[config.mk]
export PLATFORM = sky130hd
export DESIGN_NAME = inc_share_arbiter
export DESIGN_NICKNAME = d
export VERILOG_FILES = /design/src/rtl/inc_share_arbiter.sv
export SDC_FILE = /design/constraint.sdc
export NUM_CORES = 1
export LEC_CHECK = 0
export BUFFER_PORTS_ARGS = -buffer_cell sky130_fd_sc_hd__buf_2
export CAP_MARGIN = 20
export CELL_PAD_IN_SITES_DETAIL_PLACEMENT = 1
export CELL_PAD_IN_SITES_GLOBAL_PLACEMENT = 1
export CORE_MARGIN = 3
export CORE_UTILIZATION = 36
export DETAILED_ROUTE_END_ITERATION = 10
export MAX_ROUTING_LAYER = met4
export PLACE_DENSITY_LB_ADDON = 0.1
export SKIP_CTS_REPAIR_TIMING = 1
export SLEW_MARGIN = 15
export SYNTH_ARGS = -nofsm -noshare
export SYNTH_HDL_FRONTEND = slang
export SYNTH_SLANG_ARGS = --single-unit
[constraint.sdc]
create_clock -name clk -period 8.48 [get_ports clk]
set_clock_uncertainty 0.05 [all_clocks]
set_input_delay 1.272 -clock clk [delete_from_list [all_inputs] [get_ports clk]]
set_output_delay 1.272 -clock clk [all_outputs]
set_load 0.1 [all_outputs]
[src/rtl/inc_share_arbiter.sv]
// inc_share_arbiter
// Shares one registered incrementer (out = in + step) among NREQ requesters.
// A round-robin arbiter picks at most one requester per cycle; the result is
// returned through a single valid/ready port tagged with the requester id.
//
// Ports:
//   clk        clock, all state on rising edge
//   rst        asynchronous active-high reset
//   req        request vector, bit i held until gnt[i] seen
//   in_data    operand i at [i*WIDTH +: WIDTH]
//   gnt        one-hot grant pulse (combinational)
//   out_valid  result register holds a result
//   out_ready  consumer accepts result
//   out_data   in_data[winner] + step_q
//   out_id     winner index
//   cfg_we     load step register from cfg_step
//   cfg_step   new step value
//   busy       out_valid | (|req)
//   sat_flag   only with INC_SHARE_SAT_EN: result was saturated
//
// Optional macro INC_SHARE_SAT_EN: saturate instead of wrap, add sat_flag.
//
// state | meaning
// ------+----------------------------------------
// IDLE  | output register empty, out_valid = 0
// FULL  | output register holds a result, out_valid = 1

module inc_share_arbiter #(
  parameter int NREQ  = 4,
  parameter int WIDTH = 8,
  parameter int STEP  = 1,
  parameter int IDW   = 2
) (
  input  logic                  clk,
  input  logic                  rst,
  input  logic [NREQ-1:0]       req,
  input  logic [NREQ*WIDTH-1:0] in_data,
  output logic [NREQ-1:0]       gnt,
  output logic                  out_valid,
  input  logic                  out_ready,
  output logic [WIDTH-1:0]      out_data,
  output logic [IDW-1:0]        out_id,
  input  logic                  cfg_we,
  input  logic [WIDTH-1:0]      cfg_step,
  output logic                  busy
`ifdef INC_SHARE_SAT_EN
  ,
  output logic                  sat_flag
`endif
);

  generate
    if (IDW != $clog2(NREQ)) begin : g_bad_idw
      $error("inc_share_arbiter: IDW must equal clog2(NREQ)");
    end
    if (NREQ < 2 || NREQ > 16) begin : g_bad_nreq
      $error("inc_share_arbiter: NREQ must be in 2..16");
    end
  endgenerate

  typedef enum logic {IDLE = 1'b0, FULL = 1'b1} state_t;

  state_t           state_q, state_d;
  logic [IDW-1:0]   rr_ptr;
  logic [IDW-1:0]   win;
  logic [IDW-1:0]   next_ptr;
  logic             found;
  logic             can_issue;
  logic             grant;
  logic [WIDTH-1:0] step_q;
  logic [WIDTH-1:0] operand;
  logic [WIDTH-1:0] result;
`ifdef INC_SHARE_SAT_EN
  logic [WIDTH:0]   sum_ext;
  logic             sat_d;
`endif

  // The output register frees in the same cycle it is consumed.
  assign can_issue = (state_q == IDLE) | out_ready;

  // First set request at or after rr_ptr, wrapping.
  always_comb begin
    found = 1'b0;
    win   = '0;
    for (int k = 0; k < NREQ; k++) begin
      if (!found && req[(int'(rr_ptr) + k) % NREQ]) begin
        found = 1'b1;
        win   = IDW'((int'(rr_ptr) + k) % NREQ);
      end
    end
  end

  // No grant while reset is held, so nothing is promised that will be lost.
  assign grant    = !rst & can_issue & found;
  assign next_ptr = (win == IDW'(NREQ - 1)) ? '0 : win + 1'b1;

  always_comb begin
    gnt = '0;
    if (grant) gnt[win] = 1'b1;
  end

  assign operand = in_data[int'(win)*WIDTH +: WIDTH];

`ifdef INC_SHARE_SAT_EN
  assign sum_ext = {1'b0, operand} + {1'b0, step_q};
  assign sat_d   = sum_ext[WIDTH];
  assign result  = sat_d ? '1 : sum_ext[WIDTH-1:0];
`else
  assign result  = operand + step_q;
`endif

  // State register
  always_ff @(posedge clk or posedge rst) begin
    if (rst) state_q <= IDLE;
    else     state_q <= state_d;
  end

  // Next-state logic
  always_comb begin
    state_d = state_q;
    case (state_q)
      IDLE: if (grant) state_d = FULL;
      FULL: if (out_ready) state_d = grant ? FULL : IDLE;
      default: state_d = IDLE;
    endcase
  end

  // Output logic
  always_comb begin
    out_valid = (state_q == FULL);
    busy      = (state_q == FULL) | (|req);
  end

  // Datapath: result capture, pointer advance, step register.
  always_ff @(posedge clk or posedge rst) begin
    if (rst) begin
      out_data <= '0;
      out_id   <= '0;
      rr_ptr   <= '0;
      step_q   <= WIDTH'(STEP);
`ifdef INC_SHARE_SAT_EN
      sat_flag <= 1'b0;
`endif
    end else begin
      if (grant) begin
        out_data <= result;
        out_id   <= win;
        rr_ptr   <= next_ptr;
`ifdef INC_SHARE_SAT_EN
        sat_flag <= sat_d;
`endif
      end
      // A grant in this cycle already used the old step value.
      if (cfg_we) step_q <= cfg_step;
    end
  end

endmodule

After elaboration in Yosys (flattened, before gate mapping). Index checks and enable logic that the tools add are counted.

Muxes and demuxes: 26. Order comparisons: 6. Shifts and indexed selects: 1. Reduce and logical (&&, ||, !) cells: 12. Add/sub/neg operators: 5. Equal/unequal tests: 1. Bitwise gates (word level): 8.

Operators by type and width (number): $shiftx A32 B6 Y8 (1); $mux W1 (14); $lt A3 B4 Y1 const B (3); $mux W2 (5); $add A8 B8 Y8 (1); $bmux W1 S2 (4); $lt A2 B3 Y1 const B (2); $reduce_or A2 Y1 (3); $add A2 B1 Y2 const B (2); $add A2 B2 Y2 const B (2); $logic_and A1 B1 Y1 (4); $logic_not A1 Y1 (4); $mux W4 (1); $reduce_or A4 Y1 (1); $and A1 B1 Y1 const A (3); $and A1 B1 Y1 (2); $demux W1 S2 (1); $eq A2 B2 Y1 const B (1); $ge A2 B1 Y1 const B (1); $or A1 B1 Y1 (2); $pmux W1 S2 (1); $not A1 Y1 (1).

Flip-flop bits (word level): 21. Output and inout bits: 16. Input bits: 48.

Depth between registers and ports, before layout.
Word-level depth: 19. Mapped depth: 15. Depth with buffers taken out: 14.

Worst setup path before layout. Ideal clock, no wire load.

Path type: input to output. From: input port req[2]. To: output port gnt[1]. Setup slack: 4.187 ns. Stages on the path: 7. Arrival: 2.971 ns. Path buffers: 2. Path through: and2b_1 o21ai_1 o221a_1 buf_6 buf_2 ha_1 and3_1.

Word-level cells in the longest chain between the ends: 17.

RTL lines: start, declared (RTL line 36) `input logic [NREQ-1:0] req,`; $bmux W1 S2 (RTL line 86) `if (!found && req[(int'(rr_ptr) + k) % NREQ]) begin`; $mux W1 (implied by the code) (RTL line 86); $mux W1 (RTL line 86); $logic_not A1 Y1 (RTL line 86); $logic_and A1 B1 Y1 (RTL line 86); $mux W1 (RTL line 86); $logic_not A1 Y1 (RTL line 86); $logic_and A1 B1 Y1 (RTL line 86); (+2 left out); $logic_and A1 B1 Y1 (RTL line 86); $mux W2 (*) (RTL line 86); net win[0] (RTL line 65) `logic [IDW-1:0] win;`; $lt A2 B3 Y1 (implied by the code) or $ge A2 B1 Y1 (tied branches) (RTL line 99) `if (grant) gnt[win] = 1'b1;`; $logic_and A1 B1 Y1 (implied by the code) (RTL line 99); $mux W1 (implied by the code) (RTL line 99); $demux W1 S2 (*) (RTL line 99); $mux W4 (*) (RTL line 99); end, declared (RTL line 38) `output logic [NREQ-1:0] gnt,`.

Mark *: on every way through the listed nets, which the timed path passes. The rest lies on a longest branch. The select of a mux whose other input is x is not followed.

Worst setup path after layout.
From: input port req[0]. To: register out_data[7].

Word-level cells in the longest chain between the ends: 14.

RTL lines: $bmux W1 S2 (RTL line 86); $mux W1 (implied by the code) (RTL line 86); $mux W1 (RTL line 86); $logic_not A1 Y1 (RTL line 86); $logic_and A1 B1 Y1 (RTL line 86); $mux W1 (RTL line 86); $logic_not A1 Y1 (RTL line 86); $logic_and A1 B1 Y1 (RTL line 86); $mux W1 (RTL line 86); $logic_not A1 Y1 (RTL line 86); $logic_and A1 B1 Y1 (RTL line 86); $mux W2 (RTL line 86); $shiftx A32 B6 Y8 (RTL line 102) `assign operand = in_data[int'(win)*WIDTH +: WIDTH];`; $add A8 B8 Y8 (RTL line 109) `assign result = operand + step_q;`; end signal, assigned (RTL line 146) `out_data <= result;`; end, declared (RTL line 41) `output logic [WIDTH-1:0] out_data,`.

Parallel ways exist; a longest one is shown, timed or not. The select of a mux whose other input is x is not followed. A chain may end at the register's enable or synchronous reset.

==> impl_metrics.py <==
metrics = {
    "grt": {
        "antenna_found_initial": 0,
        "grt_first_pass_wirelength_um": 7458,
        "grt_util_all_layers": 0.1864,
        "grt_max_degree": 22,
        "grt_pass1_vias": 1650,
        "overflow": 0,
    },
    "critical_path": {
        "end_kind": "register",
        "crit_family": "simple AND/OR/NAND/NOR gates",
        "crit_arrival_ns": 4.83,
        "timing.reg2reg.worst_path_depth": 13,
        "critPathRequiredTime_ns": 8.63,
        "start_kind": "input pin",
        "crit_type": "in -> reg",
        "cp_slowest_cell": "nor2_2",
        "path_depth": 14,
        "crit_buf_inv": 1,
        "critPathMaxFanout": 18,
        "crit_chain": "buf_2 > nand2b_1 > a21oi_1 > nor2_2 > mux2_2 > nor2_1 > a21oi_1 > ha_1 > and3_1 > a221oi_1 > mux2i_1 > nand3_1 > or3_1 > nand3_1",
        "max_stage_delay_ns": 0.79,
    },
    "routing": {
        "avgRoutedWirePerCell_um": 15.67,
        "vias_per_cell": 5.227,
        "drc": 0,
        "dr.pass1.iters": 3,
        "drtIter0Drc": 60,
        "routed_wl_um": 4341,
        "ant_nets": 0,
        "vias": 1448,
    },
    "logic_synthesis": {
        "yosysTopAreaCell": "dfrtp_1",
        "synth_edf_count": 0,
        "yosys-top-cells-area": "dfrtp_1, ha_1, mux2_2, mux2i_1, nand2_1",
        "avgSynthCellArea_um2": 9.339,
        "syn-cell-area_um2": 1550,
        "yosysSeqAreaShare": 0.3398,
        "synthTopCellsByCount": "nand2_1, dfrtp_1, o21ai_0",
        "synth.top_cell.area_share": 0.3228,
        "yosysWarnings": 0,
        "synth_nets": 227,
        "synthCells": 166,
        "async_flop_share": 1.000,
        "yosysMostFrequentCell": "nand2_1",
        "synth-seq-cells": 21,
        "synth_cell_types": 37,
        "synth_ff_type": "dfrtp_1",
    },
    "timing": {
        "relSlewSlack": 0.3255,
        "period_share": 0.5515,
        "fmax_ghz": 0.2138,
        "post-route-min-period_ns": 4.677,
        "hold_viol": 0,
        "drv_slew": 0,
        "fin_setup_tns_ns": 0,
        "rsz0062_at_grt": "false",
        "tightestPinTransition_ns": 1.011,
        "setup_viol_count_final": 0,
    },
    "power": {
        "vdd_drop_max_v": 0.0001740,
        "power_switching_uw": 370.8,
        "power_density_nw_per_um2": 338.9,
        "seq_power_share": 0.228,
        "p_leak_uw": 0.001012,
        "clkPwrFrac": 0.103,
        "comb_power_share": 0.669,
        "swShare": 0.5661,
        "intPower_uw": 284.2,
    },
    "finish": {
        "fin_cells": 277,
        "nFillCells": 527,
        "nNetsFinal": 289,
        "area.growth.synth_to_final_pct": 24.70,
        "drive_gt1_frac": 0.3744,
        "diodes": 0,
    },
    "die": {
        "num_rows": 23,
        "die_h_um": 71.62,
        "ios": 64,
        "die_x_um": 71.62,
        "start_util": 0.3794,
        "core_um2": 4086,
        "die_area_um2": 5129,
    },
    "flow_run": {
        "maxCapViolCount": 0,
    },
    "clocking": {
        "clockBufferDepth": 2,
        "cts_max_level": 1,
        "tritoncts": "done",
        "cts_buffers": 3,
        "cts_num_sinks": 21,
        "insertion_delay_ns": 0.26,
        "cts_root_buffer": "clkbuf_8",
        "path_clk_slew_ns": 0.08,
    },
    "placement": {
        "place_hpwl_um": 3508,
        "dp_cells": 273,
        "numPortBuffers": 63,
        "routabilityCongestion": 0.8362,
    },
    "run_status": {
        "outcome": "completed",
    },
    "hold_path": {
        "hold_depth": 2,
        "hp-class": "reg -> reg",
    },
}
==> metal layers <==
layer	vias to the layer above	GRT usage	wire length, um
li1	705	-	-
met1	690	0.1993	1765
met2	46	0.3408	2252
met3	7	0.04208	274
met4	0	0.05428	48
met5	-	-	0
==> sequential cells by signal, summed over array words and instances (netlist names) <==
signal	cells
step_q	8
out_id	2
out_data	8
rr_ptr	2
out_valid	1
==> area by class of cell <==
class,instances,area (um^2),share of cell area
multi-input combinational,133,959.7,0.4964
timing repair buffer,63,315.3,0.1631
clock inverter,1,5.005,0.002589
tap,50,62.56,0.03236
inverter,6,22.52,0.01165
clock buffer,3,41.29,0.02136
sequential,21,526.8,0.2725
==> logic make-up (layout without fill, tap and decap cells) <==
kind of cell             after synthesis  count (layout)  share of synthesized area
flip-flops                            21              21                     0.3398
buffers and inverters                 12              73                    0.04116
multiplexers                          22              22                     0.1525
AND/OR/NAND/NOR                       54              54                     0.1751
XOR/XNOR                               5               5                    0.02825
adder cells (fa/ha/maj)               13              13                     0.1098
AO/OA/AOI/OAI                         39              39                     0.1534
==> worst min-delay path: stages, from the launching register on <==
cell and delay (ns):
dfrtp_1 0.34, nand2_1 0.05, o21ai_0 0.06
==> path summary, 6_finish.rpt <==
path                                              start                 endpoint  slack (ns)
worst max-delay path                             req[0]  out_data[7]$_DFFE_PP0P_        3.80
worst min-delay path            out_data[2]$_DFFE_PP0P_  out_data[2]$_DFFE_PP0P_        0.43
worst max register to register    rr_ptr[0]$_DFFE_PP0P_  out_data[7]$_DFFE_PP0P_        4.44
worst min register to register  out_data[2]$_DFFE_PP0P_  out_data[2]$_DFFE_PP0P_        0.43
max in group asynchronous                           rst  out_data[3]$_DFFE_PP0P_        6.72
min in group asynchronous                           rst      out_valid$_DFF_PP0_        1.14
==> power by group through the flow <==
stage,Combinational [uW],Sequential (uW),Clock (uW)
after detailed placement,441,151,0
after CTS,443,149,70.3
after global routing,476,153,75.8
final,438,149,67.4
after global placement,427,149,0
after floorplan,207,305,0
==> cells in the final DEF, fill, tap and decap left out, types with 5 or more instances in the layout <==
master	count
inv_1	6
mux2_2	13
and3_1	5
mux2i_1	9
nand2_1	23
nor2_1	8
ha_1	12
dfrtp_1	20
buf_2	63
o21ai_0	14
a21oi_1	12
==> through the flow <==
stage	power, uW	hold slack, ns	worst slack (ns)	utilization	instance area, um^2
2_1_floorplan	511.6	0.4375	4.187	-	1550
3_3_place_gp	576.0	0.4084	3.740	0.4617	1887
3_5_place_dp	592.0	0.4155	3.508	0.4617	1887
4_1_cts	662.9	0.4345	3.751	0.4731	1933
5_1_grt	704.6	0.4626	3.464	0.4731	1933
6_report	655.0	0.4280	3.803	0.4731	1933
No activity file was read; power rests on OpenSTA's default activity.
